$ cat config.mk
export PLATFORM = sky130hd
export DESIGN_NAME = regfile_param
export DESIGN_NICKNAME = d
export VERILOG_FILES = /design/src/rtl/regfile_param.sv
export SDC_FILE = /design/constraint.sdc
export NUM_CORES = 1
export LEC_CHECK = 0
export ABC_AREA = 1
export CORE_MARGIN = 3
export CORE_UTILIZATION = 30
export DETAILED_ROUTE_END_ITERATION = 7
export GPL_TIMING_DRIVEN = 0
export PLACE_DENSITY = 0.58
export REMOVE_ABC_BUFFERS = 1
export SYNTH_ARGS = -nofsm -noshare
export SYNTH_HDL_FRONTEND = slang
export SYNTH_SLANG_ARGS = --single-unit
$ cat constraint.sdc
create_clock -name clk -period 3.1 [get_ports clk]
set_input_delay 0.62 -clock clk [delete_from_list [all_inputs] [get_ports clk]]
set_output_delay 0.62 -clock clk [all_outputs]
set_load 0.01 [all_outputs]
$ cat src/rtl/regfile_param.sv
// regfile_param: parameterised register file with two combinational read
// ports, one write port, a per-register busy (pending-result) scoreboard and
// a multi-cycle clear sweep.
// Optional feature: define REGFILE_BYPASS_EN to forward write data to a read
// port addressing the register being written in the same cycle.
module regfile_param #(
  parameter int unsigned WIDTH = 16,
  parameter int unsigned DEPTH = 8,
  localparam int unsigned AW   = $clog2(DEPTH)
) (
  input  logic             clk,
  input  logic             rst,
  input  logic             writeEN,
  input  logic [AW-1:0]    wrAddr,
  input  logic [WIDTH-1:0] wrData,
  input  logic [AW-1:0]    rdAddrA,
  input  logic [AW-1:0]    rdAddrB,
  output logic [WIDTH-1:0] rdDataA,
  output logic [WIDTH-1:0] rdDataB,
  input  logic             rsvEN,
  input  logic [AW-1:0]    rsvAddr,
  output logic             busyA,
  output logic             busyB,
  input  logic             clrReq,
  output logic             clrBusy,
  output logic             clrDone
);

  localparam logic [1:0] ST_IDLE  = 2'd0;
  localparam logic [1:0] ST_SWEEP = 2'd1;
  localparam logic [1:0] ST_DONE  = 2'd2;

  logic [WIDTH-1:0] regs_q [DEPTH];
  logic [DEPTH-1:0] busy_q;
  logic [1:0]       state_q, state_d;
  logic [AW-1:0]    ptr_q, ptr_d;
  logic             wr_ok, rsv_ok;

  assign clrBusy = (state_q == ST_SWEEP);
  assign clrDone = (state_q == ST_DONE);
  assign wr_ok   = writeEN && !clrBusy;
  assign rsv_ok  = rsvEN && !clrBusy;

  // Clear-sweep controller next-state and pointer logic.
  always_comb begin
    state_d = state_q;
    ptr_d   = ptr_q;
    case (state_q)
      ST_IDLE: begin
        if (clrReq) begin
          state_d = ST_SWEEP;
          ptr_d   = '0;
        end
      end
      ST_SWEEP: begin
        ptr_d = ptr_q + 1'b1;
        if (ptr_q == AW'(DEPTH - 1)) state_d = ST_DONE;
      end
      ST_DONE:  state_d = ST_IDLE;
      default:  state_d = ST_IDLE;
    endcase
  end

  // Controller state registers.
  always_ff @(posedge clk) begin
    if (rst) begin
      state_q <= ST_IDLE;
      ptr_q   <= '0;
    end else begin
      state_q <= state_d;
      ptr_q   <= ptr_d;
    end
  end

  // Register array and busy bits: reset, sweep, write, then reserve (reserve
  // is assigned last so it wins over a same-address write's busy clear).
  always_ff @(posedge clk) begin
    if (rst) begin
      for (int unsigned i = 0; i < DEPTH; i++) regs_q[i] <= '0;
      busy_q <= '0;
    end else begin
      if (clrBusy) begin
        regs_q[ptr_q] <= '0;
        busy_q[ptr_q] <= 1'b0;
      end
      if (wr_ok) begin
        regs_q[wrAddr] <= wrData;
        busy_q[wrAddr] <= 1'b0;
      end
      if (rsv_ok) busy_q[rsvAddr] <= 1'b1;
    end
  end

`ifdef REGFILE_BYPASS_EN
  logic fwd_a, fwd_b, rsv_same;

  assign fwd_a    = wr_ok && (wrAddr == rdAddrA);
  assign fwd_b    = wr_ok && (wrAddr == rdAddrB);
  assign rsv_same = rsvEN && (rsvAddr == wrAddr);

  // Combinational read ports with same-cycle write forwarding.
  always_comb begin
    rdDataA = fwd_a ? wrData : regs_q[rdAddrA];
    rdDataB = fwd_b ? wrData : regs_q[rdAddrB];
    busyA   = (fwd_a && !rsv_same) ? 1'b0 : busy_q[rdAddrA];
    busyB   = (fwd_b && !rsv_same) ? 1'b0 : busy_q[rdAddrB];
  end
`else
  // Combinational read ports returning stored contents.
  always_comb begin
    rdDataA = regs_q[rdAddrA];
    rdDataB = regs_q[rdAddrB];
    busyA   = busy_q[rdAddrA];
    busyB   = busy_q[rdAddrB];
  end
`endif

endmodule

==> key figures, run 1 <==
Outcome
  • Outcome: finished, final reports clean

Clock tree
  • CTS sink count: 141
  • Hold-fix buffer count after cts: 0
  • Root Driver: clkbuf_16
  • Bufs on Longest Clock Path: 2
  • Clock-pin slew on the worst setup and hold paths: 60 ps
  • Later-pin clock latency in the skew report: 430 ps
  • CTS H-tree lvls: 4
  • Post-CTS Setup Inserts: 0
  • CTS tree: done
  • CTS Buf Count: 17

GRT
  • GRT Util Overall: 16.2%
  • Largest net degree at the start of global routing: 104
  • Initial antenna violation count: 0
  • Vias in the first global route: 6980
  • First-pass GRT wire length: 38300 um
  • Total gr overflow: 0

Logic synthesis
  • Yosys warning total: 0
  • Syn Area/Cell: 8.82 um^2
  • Mapped Area: 0.00853 mm^2
  • Largest area contributor in the netlist: edfxtp_1
  • Post-Syn Instances: 967
  • Register area share after synthesis: 48.1%
  • Area share of the largest cell type after synthesis: 45.1%
  • Post-synthesis cell type count: 26
  • Register bit count reported by yosys: 141
  • Synth top area cells: edfxtp_1 45%, nor3_2 12%, o21ai_0 12%

Power
  • Power per cell area: 485 mW/mm^2
  • Static leakage: 3.43 nW
  • Comb power frac: 16.5%
  • P_int: 3.51 mW
  • Clock power frac: 39.8%
  • Sw Ratio: 29.9%
  • Worst vdd ir: 0.363 mV
  • Sequential share of power: 43.7%
  • P_sw: 1.50 mW

Route
  • Residual DRC: 0
  • 1st-pass router iterations: 5
  • Via-to-Cell Ratio: 5.21
  • Routed wire length: 24800 um
  • Average wire per standard cell: 18.0 um
  • Via count: 7208
  • Detailed Route Iter0 Violations: 727
  • Post-route ant nets: 0

Cells and area
  • Layout area overhead: 20.8%
  • Area of the multi-input gates: 0.00387 mm^2
  • ANT cells: 0
  • Most common cell after layout, fill and taps aside: o21ai_0
  • Final net count: 1027
  • Fill count: 2833
  • Most frequent cells in the layout: 202 x o21ai_0, 130 x nand2_1, 128 x edfxtp_1, 106 x nor3_2, 81 x nor2_1
  • Layout Cells excl Fill: 1383
  • Fraction of layout cells with a size suffix above 1: 19.6%
  • Seq. cell area: 0.00410 mm^2

Critical path
  • Arr. time, crit path: 2400 ps
  • Worst-path fanout max: 18
  • Crit path launch type: primary input
  • Worst Setup End Kind: output pin
  • Req. time, crit path: 2480 ps
  • Setup CP Type: primary input to output pin

Place
  • Placed Cells: 1351
  • GP Congestion: 0.781
  • Dpl hpwl: 15300 um
  • IO Port Bufs: 68

Timing
  • Crit share post-route: 97.5%
  • Slew @ Worst Pin: 697 ps
  • Slew margin rel.: 53.5%
  • # setup viols final: 0
  • Setup_tns: 0 ps
  • Hold_ws: 505 ps
  • RSZ-0062 raised after global routing: false
  • Minimum clock period: 3020 ps
  • Max Freq: 331 MHz
  • Clock Skew: 12.4 ps
  • Final max-slew violation count: 0
  • Final number of hold-violating endpoints: 0

Flow run
  • MaxCap Viol Count: 0

Die
  • Core area: 0.0279 mm^2
  • Area of the die: 0.0305 mm^2
  • Initial Util: 30.5%
  • Die height: 175 um
  • Die Wd: 175 um
  • Row count: 61
  • Ports: 69

Worst hold path
  • Worst hold path class: register to register
-- synthesized netlist by cell type --
cell type  number
o21ai_0       210
nand2_1       133
edfxtp_1      128
nor3_2        106
nor2_1         81
a21oi_1        80
inv_1          53
clkbuf_1       38
nor3_1         23
buf_2          16
nand4_1        16
dfxtp_1        13
buf_4          12
nand2_2        12
nand3_1        10
buf_6           8
buf_1           5
o21ai_1         5
clkinv_1        4
inv_2           3
nand3_2         3
a21boi_0        2
a22oi_1         2
ha_1            2
a21oi_2         1
nor2_2          1
-- kinds of logic after synthesis --
kind of cell    count (synthesis)  share of synthesized area [%]
simple gates                  385                           26.3
flops                         141                           48.1
buf+inv                       139                           7.58
fa+ha+maj                       2                          0.293
compound gates                300                           17.8
-- critical path: stages --
cell	delay (ps)
clkdlybuf4s18_2	620
clkinv_4	360
nand2_1	170
nand2_1	110
clkdlybuf4s50_1	500
-- sequential cells by signal, summed over array words and instances (netlist names) --
register / cells
regs_q: 128
ptr_q: 3
state_q: 2
busy_q: 8
-- power by group through the flow --
stage / Clock, mW / Combinational, mW / Sequential, mW
5_1_grt: 2.09 / 0.900 / 2.19
4_1_cts: 2.01 / 0.827 / 2.18
3_3_place_gp: 0 / 0.751 / 2.23
6_report: 1.99 / 0.825 / 2.18
2_1_floorplan: 0 / 0.379 / 2.22
3_5_place_dp: 0 / 0.811 / 2.22
-- metrics by stage --
stage	total power, mW	utilization (%)	setup WS, ps	instance area [um^2]
after global placement	2.98	33.2	-4490	9260
after global routing	5.18	36.9	5.71	10300
after CTS	5.02	36.8	41.1	10300
after floorplan	2.60	-	-1110	8110
after detailed placement	3.04	34.5	-1410	9630
final	5.00	36.9	78.1	10300
-- cell type report --
cell class | instances | area share, %
sequential | 141 | 39.8
multi-input combinational | 687 | 37.5
timing repair buffer | 85 | 10.1
tap | 378 | 4.59
clock buffer | 17 | 4.13
inverter | 60 | 2.43
clock inverter | 15 | 1.43
-- path summary, 6_finish.rpt --
| path | startpoint | to | slack, ps | cells past startpoint |
|---|---|---|---|---|
| max | rdAddrB[2] | rdDataB[5] | 80 | 5 |
| max reg2reg | state_q[0] | regs_q[6][0] | 470 | 8 |
| min | busy_q[4] | busy_q[4] | 500 | 2 |
| min reg2reg | busy_q[4] | busy_q[4] | 500 | 2 |
-- routing by layer --
metal | wire length, um | up-vias | track usage [%] | share of wire (%)
met1 | 10600 | 3440 | 20.0 | 43
li1 | - | 3451 | - | -
met4 | 597 | 0 | 6.05 | 2.4
met2 | 12300 | 270 | 28.3 | 49
met3 | 1370 | 47 | 2.96 | 5.5
met5 | 0 | - | 0 | 0
-- timing repair --
| action | 4_1_cts | 5_1_grt |
|---|---|---|
| hold endpoints to repair | 0 | 0 |
| endpoints found under the setup margin | 137 | 10 |
| pin swaps | 2 | 0 |
| gates resized for setup | 29 | 6 |
Note: power is estimated with default switching activity, not from simulation.
==> inputs of run 2 (changes only) <==
--- a/config.mk
+++ b/config.mk
@@ -8,10 +8,12 @@
 export ABC_AREA = 1
 export CORE_MARGIN = 3
 export CORE_UTILIZATION = 30
+export CTS_BUF_LIST = sky130_fd_sc_hd__clkbuf_4 sky130_fd_sc_hd__clkbuf_8
 export DETAILED_ROUTE_END_ITERATION = 7
 export GPL_TIMING_DRIVEN = 0
 export PLACE_DENSITY = 0.58
 export REMOVE_ABC_BUFFERS = 1
+export SKIP_LAST_GASP = 1
 export SYNTH_ARGS = -nofsm -noshare
 export SYNTH_HDL_FRONTEND = slang
 export SYNTH_SLANG_ARGS = --single-unit
==> key figures, run 2 (synthesis results as in run 1) <==
Route
  • Post-route ant nets: 0 (unchanged)
  • Average wire per standard cell: 17.8 um (was 18.0 um)
  • Detailed Route Iter0 Violations: 716 (was 727)
  • Via-to-Cell Ratio: 5.14 (was 5.21)
  • Via count: 7102 (was 7208)
  • 1st-pass router iterations: 5 (unchanged)
  • Routed wire length: 24600 um (was 24800 um)
  • Residual DRC: 0 (unchanged)

Clock tree
  • Clock-pin slew on the worst setup and hold paths: 90 ps (was 60 ps)
  • Later-pin clock latency in the skew report: 460 ps (was 430 ps)
  • CTS tree: done (unchanged)
  • CTS Buf Count: 17 (unchanged)
  • CTS H-tree lvls: 4 (unchanged)
  • Hold-fix buffer count after cts: 0 (unchanged)
  • Root Driver: clkbuf_8 (was clkbuf_16)
  • Bufs on Longest Clock Path: 2 (unchanged)
  • CTS sink count: 141 (unchanged)
  • Post-CTS Setup Inserts: 0 (unchanged)

Die
  • Core area: 0.0279 mm^2 (unchanged)
  • Row count: 61 (unchanged)
  • Initial Util: 30.5% (unchanged)
  • Die Wd: 175 um (unchanged)
  • Area of the die: 0.0305 mm^2 (unchanged)
  • Die height: 175 um (unchanged)
  • Ports: 69 (unchanged)

Cells and area
  • Number of flip-flops in the largest register: 128 (unchanged)
  • Fill count: 2851 (was 2833)
  • Fin util: 36.2% (was 36.9%)
  • Layout area overhead: 18.6% (was 20.8%)
  • Design Area, Final: 0.0101 mm^2 (was 0.0103 mm^2)
  • Final net count: 1027 (unchanged)
  • Seq. cell area: 0.00410 mm^2 (unchanged)
  • Layout Cells excl Fill: 1383 (unchanged)
  • Most frequent cells in the layout: 202 x o21ai_0, 130 x nand2_1, 128 x edfxtp_1, 106 x nor3_2, 81 x nor2_1 (unchanged)
  • Most common cell after layout, fill and taps aside: o21ai_0 (unchanged)
  • Biggest register: regs_q (unchanged)
  • Fraction of layout cells with a size suffix above 1: 19.6% (unchanged)
  • Top flop regs: regs_q: 128 flops, busy_q: 8 flops, ptr_q: 3 flops (unchanged)
  • Area of the multi-input gates: 0.00388 mm^2 (was 0.00387 mm^2)
  • ANT cells: 0 (unchanged)

Power
  • Pwr Total: 4.46 mW (was 5.00 mW)
  • Worst vdd ir: 0.268 mV (was 0.363 mV)
  • Static leakage: 3.34 nW (was 3.43 nW)
  • Power per cell area: 441 mW/mm^2 (was 485 mW/mm^2)

Critical path
  • Arr. time, crit path: 2390 ps (was 2400 ps)
  • Req. time, crit path: 2480 ps (about the same)
  • Cells along the critical path: clkdlybuf4s18_2 > clkinv_4 > nand2_1 > nand2_1 > clkdlybuf4s50_1 (unchanged)
  • Worst Setup End Kind: output pin (unchanged)
  • CP max stage delay: 620 ps (about the same)
  • CP top delay family: buffers and inverters (unchanged)
  • Worst-path fanout max: 18 (unchanged)
  • Slowest CP cell: clkdlybuf4s18_2 (unchanged)
  • Setup CP Type: primary input to output pin (unchanged)
  • Crit path launch type: primary input (unchanged)
  • CP most frequent cell: nand2_1 (unchanged)
  • Worst Path Buf+Inv: 3 (unchanged)

Timing
  • Clock Skew: 18.3 ps (was 12.4 ps)
  • Hold_ws: 509 ps (was 505 ps)
  • Setup ws final: 90.4 ps (was 78.1 ps)
  • Slew @ Worst Pin: 695 ps (was 697 ps)
  • Max Freq: 332 MHz (was 331 MHz)
  • Crit share post-route: 97.1% (was 97.5%)
  • Final number of hold-violating endpoints: 0 (unchanged)
  • # setup viols final: 0 (unchanged)
  • Final max-slew violation count: 0 (unchanged)
  • Minimum clock period: 3010 ps (was 3020 ps)
  • Slew margin rel.: 53.7% (was 53.5%)
  • RSZ-0062 raised after global routing: false (unchanged)
  • Setup_tns: 0 ps (unchanged)

Place
  • IO Port Bufs: 68 (unchanged)
  • GP Congestion: 0.781 (unchanged)
  • Placed Cells: 1351 (unchanged)
  • Placed inst area: 0.00963 mm^2 (unchanged)
  • Dpl ws: -1410 ps (unchanged)
  • Dpl hpwl: 15300 um (unchanged)

GRT
  • Vias in the first global route: 6971 (was 6980)
  • Initial antenna violation count: 0 (unchanged)
  • Total gr overflow: 0 (unchanged)
  • Largest net degree at the start of global routing: 104 (unchanged)
  • First-pass GRT wire length: 38000 um (was 38300 um)
  • GRT Util Overall: 16.0% (was 16.2%)

Flow run
  • MaxCap Viol Count: 0 (unchanged)

Worst hold path
  • Worst hold path class: register to register (unchanged)

Outcome
  • Outcome: finished, final reports clean (unchanged)
run 2: final timing paths:
check	start	to	slack [ps]	depth (start not counted)
worst min-delay path	busy_q[4]	busy_q[4]	510	2
worst max-delay path	rdAddrB[2]	rdDataB[3]	90	5
worst max register to register	state_q[0]	regs_q[6][0]	420	8
worst min register to register	busy_q[4]	busy_q[4]	510	2
run 2: repair_timing:
action                     CTS  global route
resized for setup           28             8
pin swaps                    2             0
hold endpoints to repair     0             0
setup endpoints to repair  136            75
run 2: area by class of cell:
| cell class | count | share of cell area, % |
|---|---|---|
| clock inverters | 15 | 1.46 |
| well taps | 378 | 4.67 |
| clock buffers | 17 | 2.31 |
| repair buffers | 85 | 10.2 |
| inverters | 60 | 2.47 |
| multi-input cells | 687 | 38.3 |
| flip-flops and latches | 141 | 40.6 |
run 2: power by group:
| part | internal [mW] | total (mW) | switching (mW) | leakage [nW] |
|---|---|---|---|---|
| registers | 2.15 | 2.18 | 0.0345 | 1.43 |
| logic | 0.283 | 0.824 | 0.541 | 1.71 |
| clock network | 0.602 | 1.45 | 0.850 | 0.194 |
| total | 3.03 | 4.46 | 1.43 | 3.34 |
run 2: worst min-delay path, stage by stage, from the launching register on:
cell and delay [ps]:
dfxtp_1 330, nand3_1 80, a21oi_1 50
run 2: routing by layer:
metal  part of all wire [%]  up-vias  global-route usage [%]
li1                       -     3451                       -
met1                     43     3364                    20.0
met5                      0        -                       0
met3                    5.6       45                    2.74
met2                     49      242                    27.8
met4                    2.5        0                    5.95
